==> src/rtl/soc_wb_pkg.sv <==
// Shared Wishbone widths and the arbiter state encoding for the memory subsystem.
// Latency: n/a (types and constants only).
// Backpressure: n/a.
package soc_wb_pkg;

    localparam int WB_ADR_W = 32;
    localparam int WB_DAT_W = 32;
    localparam int WB_SEL_W = 4;

    typedef enum logic [1:0] {
        IDLE = 2'd0,
        BUS0 = 2'd1,
        BUS1 = 2'd2
    } arb_state_t;

endpackage

==> src/rtl/wb_timeout_ctr.sv <==
// Counts consecutive stalled strobe cycles and raises a one-cycle timeout pulse (only built with WB_ARB_TIMEOUT_EN).
// Latency: pulse appears on the edge after the TIMEOUT_CYCLES-th stalled cycle.
// Backpressure: none; it only observes the slave handshake.
`ifdef WB_ARB_TIMEOUT_EN
module wb_timeout_ctr #(
    parameter int unsigned TIMEOUT_CYCLES = 16
) (
    input  logic clk_i,
    input  logic rst_i,
    input  logic busy_i,
    input  logic grant_i,
    input  logic stall_i,
    input  logic ack_i,
    output logic tmo_o
);
    logic [7:0] cnt;
    logic       grant_q;
    logic       clr;
    logic [7:0] cnt_base;

    // A new owner, an idle bus or an ack all restart the stall count from zero.
    always_comb begin
        clr      = !busy_i || ack_i || (grant_i != grant_q);
        cnt_base = clr ? 8'd0 : cnt;
    end

    // Stall counter; wraps to zero and fires the pulse when the limit is hit.
    always_ff @(posedge clk_i or posedge rst_i) begin
        if (rst_i) begin
            cnt     <= 8'd0;
            grant_q <= 1'b0;
            tmo_o   <= 1'b0;
        end else begin
            grant_q <= grant_i;
            tmo_o   <= 1'b0;
            if (stall_i) begin
                if (cnt_base == 8'(TIMEOUT_CYCLES - 1)) begin
                    cnt   <= 8'd0;
                    tmo_o <= 1'b1;
                end else begin
                    cnt <= cnt_base + 8'd1;
                end
            end else begin
                cnt <= cnt_base;
            end
        end
    end

endmodule
`endif

==> src/rtl/wb_mem_arbiter.sv <==
// Two-master Wishbone arbiter (m0 fetch, m1 data) onto one SRAM/ROM slave; optional slave timeout under WB_ARB_TIMEOUT_EN.
// Latency: one cycle from a request in IDLE to s_stb_o; handover between masters adds no idle cycle; data/ack are combinational.
// Backpressure: slave stalls by withholding ack; the losing master waits with cyc high until the owner drops cyc.
module wb_mem_arbiter
    import soc_wb_pkg::*;
#(
    parameter int unsigned TIMEOUT_CYCLES = 16
) (
    input  logic                clk_i,
    input  logic                rst_i,
    input  logic                m0_cyc_i,
    input  logic                m0_stb_i,
    input  logic                m0_we_i,
    input  logic [WB_ADR_W-1:0] m0_adr_i,
    input  logic [WB_SEL_W-1:0] m0_sel_i,
    input  logic [WB_DAT_W-1:0] m0_dat_i,
    output logic [WB_DAT_W-1:0] m0_dat_o,
    output logic                m0_ack_o,
    output logic                m0_err_o,
    input  logic                m1_cyc_i,
    input  logic                m1_stb_i,
    input  logic                m1_we_i,
    input  logic [WB_ADR_W-1:0] m1_adr_i,
    input  logic [WB_SEL_W-1:0] m1_sel_i,
    input  logic [WB_DAT_W-1:0] m1_dat_i,
    output logic [WB_DAT_W-1:0] m1_dat_o,
    output logic                m1_ack_o,
    output logic                m1_err_o,
    output logic                s_cyc_o,
    output logic                s_stb_o,
    output logic                s_we_o,
    output logic [WB_ADR_W-1:0] s_adr_o,
    output logic [WB_SEL_W-1:0] s_sel_o,
    output logic [WB_DAT_W-1:0] s_dat_o,
    input  logic [WB_DAT_W-1:0] s_dat_i,
    input  logic                s_ack_i
);
    arb_state_t state;
    logic       last_grant;
    logic       tmo;

    if (TIMEOUT_CYCLES < 2 || TIMEOUT_CYCLES > 255) begin : g_tmo_range
        $error("wb_mem_arbiter: TIMEOUT_CYCLES must be 2..255");
    end

    // Round-robin grant; ownership only moves when the owner releases cyc, and last_grant records who just left.
    always_ff @(posedge clk_i or posedge rst_i) begin
        if (rst_i) begin
            state      <= IDLE;
            last_grant <= 1'b1;
        end else begin
            case (state)
                IDLE: begin
                    if (m0_cyc_i && m1_cyc_i) state <= last_grant ? BUS0 : BUS1;
                    else if (m0_cyc_i)        state <= BUS0;
                    else if (m1_cyc_i)        state <= BUS1;
                end
                BUS0: begin
                    if (!m0_cyc_i) begin
                        last_grant <= 1'b0;
                        state      <= m1_cyc_i ? BUS1 : IDLE;
                    end
                end
                BUS1: begin
                    if (!m1_cyc_i) begin
                        last_grant <= 1'b1;
                        state      <= m0_cyc_i ? BUS0 : IDLE;
                    end
                end
                default: state <= IDLE;
            endcase
        end
    end

    // Steer the owning master onto the slave port; a timeout cycle suppresses the strobe.
    always_comb begin
        s_cyc_o = 1'b0;
        s_stb_o = 1'b0;
        s_we_o  = 1'b0;
        s_adr_o = '0;
        s_sel_o = '0;
        s_dat_o = '0;
        case (state)
            BUS0: begin
                s_cyc_o = m0_cyc_i;
                s_stb_o = m0_stb_i && !tmo;
                s_we_o  = m0_we_i;
                s_adr_o = m0_adr_i;
                s_sel_o = m0_sel_i;
                s_dat_o = m0_dat_i;
            end
            BUS1: begin
                s_cyc_o = m1_cyc_i;
                s_stb_o = m1_stb_i && !tmo;
                s_we_o  = m1_we_i;
                s_adr_o = m1_adr_i;
                s_sel_o = m1_sel_i;
                s_dat_o = m1_dat_i;
            end
            default: ;
        endcase
    end

    // Read data fans out to both masters; only the owner sees the ack, stray acks are dropped.
    assign m0_dat_o = s_dat_i;
    assign m1_dat_o = s_dat_i;
    assign m0_ack_o = (state == BUS0) && s_ack_i;
    assign m1_ack_o = (state == BUS1) && s_ack_i;

`ifdef WB_ARB_TIMEOUT_EN
    logic stall;
    assign stall = s_cyc_o && s_stb_o && !s_ack_i;

    wb_timeout_ctr #(
        .TIMEOUT_CYCLES(TIMEOUT_CYCLES)
    ) u_timeout_ctr (
        .clk_i  (clk_i),
        .rst_i  (rst_i),
        .busy_i (state != IDLE),
        .grant_i(state == BUS1),
        .stall_i(stall),
        .ack_i  (s_ack_i),
        .tmo_o  (tmo)
    );

    assign m0_err_o = tmo && (state == BUS0);
    assign m1_err_o = tmo && (state == BUS1);
`else
    assign tmo      = 1'b0;
    assign m0_err_o = 1'b0;
    assign m1_err_o = 1'b0;
`endif

endmodule

==> config.mk <==
export PLATFORM = sky130hd
export DESIGN_NAME = wb_mem_arbiter
export DESIGN_NICKNAME = d
export VERILOG_FILES = /design/src/rtl/soc_wb_pkg.sv /design/src/rtl/wb_timeout_ctr.sv /design/src/rtl/wb_mem_arbiter.sv
export SDC_FILE = /design/constraint.sdc
export NUM_CORES = 1
export LEC_CHECK = 0
export BUFFER_PORTS_ARGS = -buffer_cell sky130_fd_sc_hd__buf_4
export CORE_AREA = 2 2 123 125
export DETAILED_ROUTE_END_ITERATION = 6
export DIE_AREA = 0 0 125 127
export MAX_ROUTING_LAYER = met4
export PLACE_DENSITY_LB_ADDON = 0.08
export SLEW_MARGIN = 0
export SYNTH_ARGS = -nofsm -noshare
export SYNTH_HDL_FRONTEND = slang
export SYNTH_SLANG_ARGS = --single-unit
export TNS_END_PERCENT = 100
==> constraint.sdc <==
create_clock -name clk_i -period 3.3 [get_ports clk_i]
set_clock_uncertainty 0.2 [all_clocks]
set_input_delay 0.33 -clock clk_i [delete_from_list [all_inputs] [get_ports clk_i]]
set_output_delay 0.33 -clock clk_i [all_outputs]
set_load 0.01 [all_outputs]
### Word-level counts from Yosys, hierarchy flattened

Cells that the tools add are included.

| storage, ports and cells | value |
|---|---|
| bits of input ports | 177 |
| logic and storage cells | 32 |
| output and inout port bits | 139 |
| register bits after elaboration | 3 |

| operators by class | value |
|---|---|
| reduce and logical (&&, ||, !) cells | 7 |
| equal/unequal tests | 5 |
| muxes and demuxes | 18 |

Operators with widths:

| operator | count |
|---|---|
| 32-bit one-hot mux with 2 select lines | 2 |
| 2-bit two-way mux | 7 |
| 1-bit one-hot mux with 2 select lines | 4 |
| 4-bit one-hot mux with 2 select lines | 1 |
| 2-bit one-hot mux with 3 select lines | 1 |
| 3-bit AND reduction | 2 |
| 2-bit inequality test (second input constant) | 2 |
| 4-bit inequality test (second input constant) | 1 |
| 1-bit logical AND | 3 |
| 1-bit two-way mux | 3 |
| 2-bit by 1-bit == test with 1-bit output (second input constant) | 1 |
| 2-bit == test (second input constant) | 1 |
| 2-bit zero test | 1 |
| 2-bit nonzero test | 1 |

### Logic depth before layout (Yosys ltp)

| logic depth | value |
|---|---|
| word-level depth | 4 |
| mapped depth | 6 |
| gate-level depth less buffers | 5 |

### Worst setup path after synthesis

No wires, ideal clock.

| timing path | value |
|---|---|
| kind | reg2out |
| from | register state[0] |
| to | output s_adr_o[18] |
| arrival | 1.280 ns |
| stages on the path, launching flop included | 7 |
| path buffers | 2 |
| required time | 2.770 ns |
| slack | 1.490 ns |
| cells stage by stage | dfrtp_1 -> inv_1 -> ha_1 -> clkbuf_1 -> buf_2 -> a22oi_1 -> nor2b_1 |

| between the ends | value |
|---|---|
| longest elaborated chain between the ends | 2 |
| elaborated cells on any way between the ends | 3 |
| those cells by class | eq/ne (2); mux (1) |

Ends and longest elaborated chain:

| what | RTL line | RTL |
|---|---|---|
| start, declared | wb_mem_arbiter.sv:38 | `arb_state_t state;` |
| start signal, assigned | wb_mem_arbiter.sv:54 | `if (m0_cyc_i && m1_cyc_i) state <= last_grant ? BUS0 : BUS1;` |
| start signal, assigned | wb_mem_arbiter.sv:61 | `state <= m1_cyc_i ? BUS1 : IDLE;` |
| start signal, assigned | wb_mem_arbiter.sv:67 | `state <= m0_cyc_i ? BUS0 : IDLE;` |
| 2-bit == test / 2-bit by 1-bit == test with 1-bit output (equally long branches) | wb_mem_arbiter.sv:83 | `case (state)` |
| 32-bit one-hot mux with 2 select lines (*) | wb_mem_arbiter.sv:83 |  |
| end, declared | wb_mem_arbiter.sv:32 | `output logic [WB_ADR_W-1:0] s_adr_o,` |

Mark *: on every way between the ends. The rest lies on a longest branch, timed or not.

### Worst setup path in the final report

| timing path | value |
|---|---|
| from | register state[0] |
| to | output s_adr_o[30] |

The elaborated chain is that of the path after synthesis.

==> qor.txt <==
Via density = 3.967
Clk pin slew, worst setup/hold paths = 0.03 ns
Die X = 125 um
Max FO, Critical Path = 24
Worst setup SP type = register
Root Buffer = clkbuf_16
Syn_area_per_cell = 7.216 um2
Diode count = 0
Worst path cell trace = inv_1, ha_2, buf_4, a22oi_1, nor2b_1, buf_4
Finished Cell Area = 3279 um2
Hold Path Sink = last_grant$_DFFE_PP1P_
Status = completed
Post-DP Area = 3191 um2
NumNets Final = 580
Post-Synthesis Cells = 258
CP max stage cell = ha_2
EDFF count, synth = 0
DRC = 0
Row cnt = 44
Clk buf depth = 2
Die Area = 15880 um2
Critical R2R Launch = state[1]$_DFFE_PP0P_
Synth warn = 0
Worst R2R End = state[0]$_DFFE_PP0P_
CP Capture Type = output port
ANT nets after route = 0
Hpwl dp = 7.260 mm
Gr usage total = 0.1070
Vias = 2305
Max stage delay on crit path = 0.58 ns
Fin. Hold Viols = 0
Ports = 316
CTS H-Tree Depth = 1
Drt total wl = 9.121 mm
Hold Crit Class = input port to register
First-pass GRT wire length = 13.25 mm
Reg2reg setup slack = 1.21 ns
Yosys cell types = 23
Cell mode on critical path = buf_4
Leakage Power = 0.001524 uW
WP buf/inv = 3
# fillers = 1627
Synthesized flop and latch total = 3
Postcts setup bufs = 0
Min-delay src = m1_cyc_i
Yosys top cell area share = 0.2823
CTS Buf Count = 3
Req. time, crit path = 2.77 ns
Hold path depth = 3
Num Clock Sinks = 3
Main synth FF type = dfrtp_1
Peak VDD IR = 0.2658 mV
Layout Cells excl Fill = 581
Gp weighted congestion = 0.7765
Grt ovf = 0
Hold WS = 0.2431 ns
Initial antenna violation count = 0
IO buf count = 217
Largest net degree at the start of global routing = 56
FF-to-FF path depth = 6
Top delay family on crit path = buffers and inverters
Die height = 127 um
Setup repair after global routing missed its margin = false
CTS tree = built
Netlist Area Pre-Place = 1862 um2
Overall power = 2291 uW
Critical Path AT = 2.10 ns
Async set-reset flop share out of synthesis = 1.000
Register area share after synthesis = 0.04099
Layout cell share with drive strength beyond 1 = 0.5844
PD cells = 698.5 nW/um2
Drt first pass iters = 4
Final Cycle Share = 0.7959
Starting Density = 0.1291
Setup TNS = 0 ns
Max Clk Rate = 0.3808 GHz
Worst-Skew Late Latency = 0.22 ns
P&R area growth vs syn = 76.14%
Max-cap violations = 0
Post-placement cell count = 576
Least-Margin Pin Slew = 0.5886 ns
Synth top cells by count = a22oi_1 (70), nor2b_1 (70), buf_4 (66)
Worst Setup Path Type = register to output port
Routed len/inst = 15.70 um
Final Slew Violations = 0
Synth top area cells = a22oi_1 (28%), buf_4 (27%), nor2b_1 (24%)
Slew margin rel. = 0.6076
Largest area contributor in the netlist = a22oi_1
Vias in the first global route = 2418
Final Critical Period = 2.626 ns
Initial DRC count = 65
Core area = 14420 um2
Final setup viols = 0
per-layer routing:
metal / vias to the layer above / global-route usage / share of wire
li1: 1119 / - / -
met1: 1039 / 0.1166 / 0.37
met2: 134 / 0.2011 / 0.54
met3: 13 / 0.02136 / 0.079
met4: 0 / 0.02353 / 0.0098
met5: - / - / 0
worst max path at each step:
stage	cells after the start	slack, ns	endpoint	startpoint
2_1_floorplan	6	1.49	s_adr_o[18]	state[0]$_DFFE_PP0P_
3_3_place_gp	6	0.90	s_sel_o[3]	state[0]$_DFFE_PP0P_
3_5_place_dp	6	0.87	s_adr_o[30]	state[0]$_DFFE_PP0P_
4_1_cts	6	0.63	s_adr_o[30]	state[0]$_DFFE_PP0P_
5_1_grt	6	0.49	s_adr_o[30]	state[0]$_DFFE_PP0P_
6_report	6	0.67	s_adr_o[30]	state[0]$_DFFE_PP0P_
per-stage QoR:
stage,setup slack [ns],util
finish,0.6737,0.2274
global route,0.4940,0.2274
CTS,0.6272,0.2274
detailed placement,0.8703,0.2212
global placement,0.9044,0.2212
floorplan,1.490,-
area by class of cell:
| cell class | count | area, um2 | area share |
|---|---|---|---|
| multi-input combinational | 163 | 1177 | 0.3590 |
| tap | 184 | 230.2 | 0.07020 |
| timing repair buffer | 223 | 1702 | 0.5189 |
| inverter | 4 | 15.01 | 0.004578 |
| clock buffer | 4 | 78.83 | 0.02404 |
| sequential | 3 | 76.32 | 0.02327 |
cells in the final DEF, fill, tap and decap left out, drive strengths merged, types with 3 or more instances in the layout:
cell    Yosys  final
a22oi      70     70
inv         4      4
ha          5      5
clkbuf      8      4
and2        3      3
buf        81    222
nor2b      70     70
tightest hold or removal path: cells and delay by family:
family | cells | cell delay (ns)
buffers and inverters | 1 | 0.12
AOI/OAI and AO/OA | 2 | 0.20
registers in the layout, summed over array words and instances (netlist names):
name and count:
last_grant 1, state 2
kinds of logic (layout without fill, tap and decap cells):
kind of cell,Yosys count,in the layout,share of synthesized area
and+or+nand+nor,76,76,0.2574
adders and majority gates,5,5,0.03360
buffers and inverters,93,231,0.3327
other,1,2,0.002014
AOI/OAI and AO/OA,80,80,0.3333
DFF,3,3,0.04100
timing repair:
action                    4_1_cts  5_1_grt
hold buffers                    1        0
hold endpoints to repair        3        0
gates resized for setup         0        0
where the power goes:
| group | internal (uW) | switching, uW | leakage [uW] |
|---|---|---|---|
| clock network | 159 | 33.1 | 0.0000382 |
| logic | 1040 | 988 | 0.00145 |
| registers | 57.3 | 16.2 | 0.0000358 |
Power figures use the tool's default switching activity.
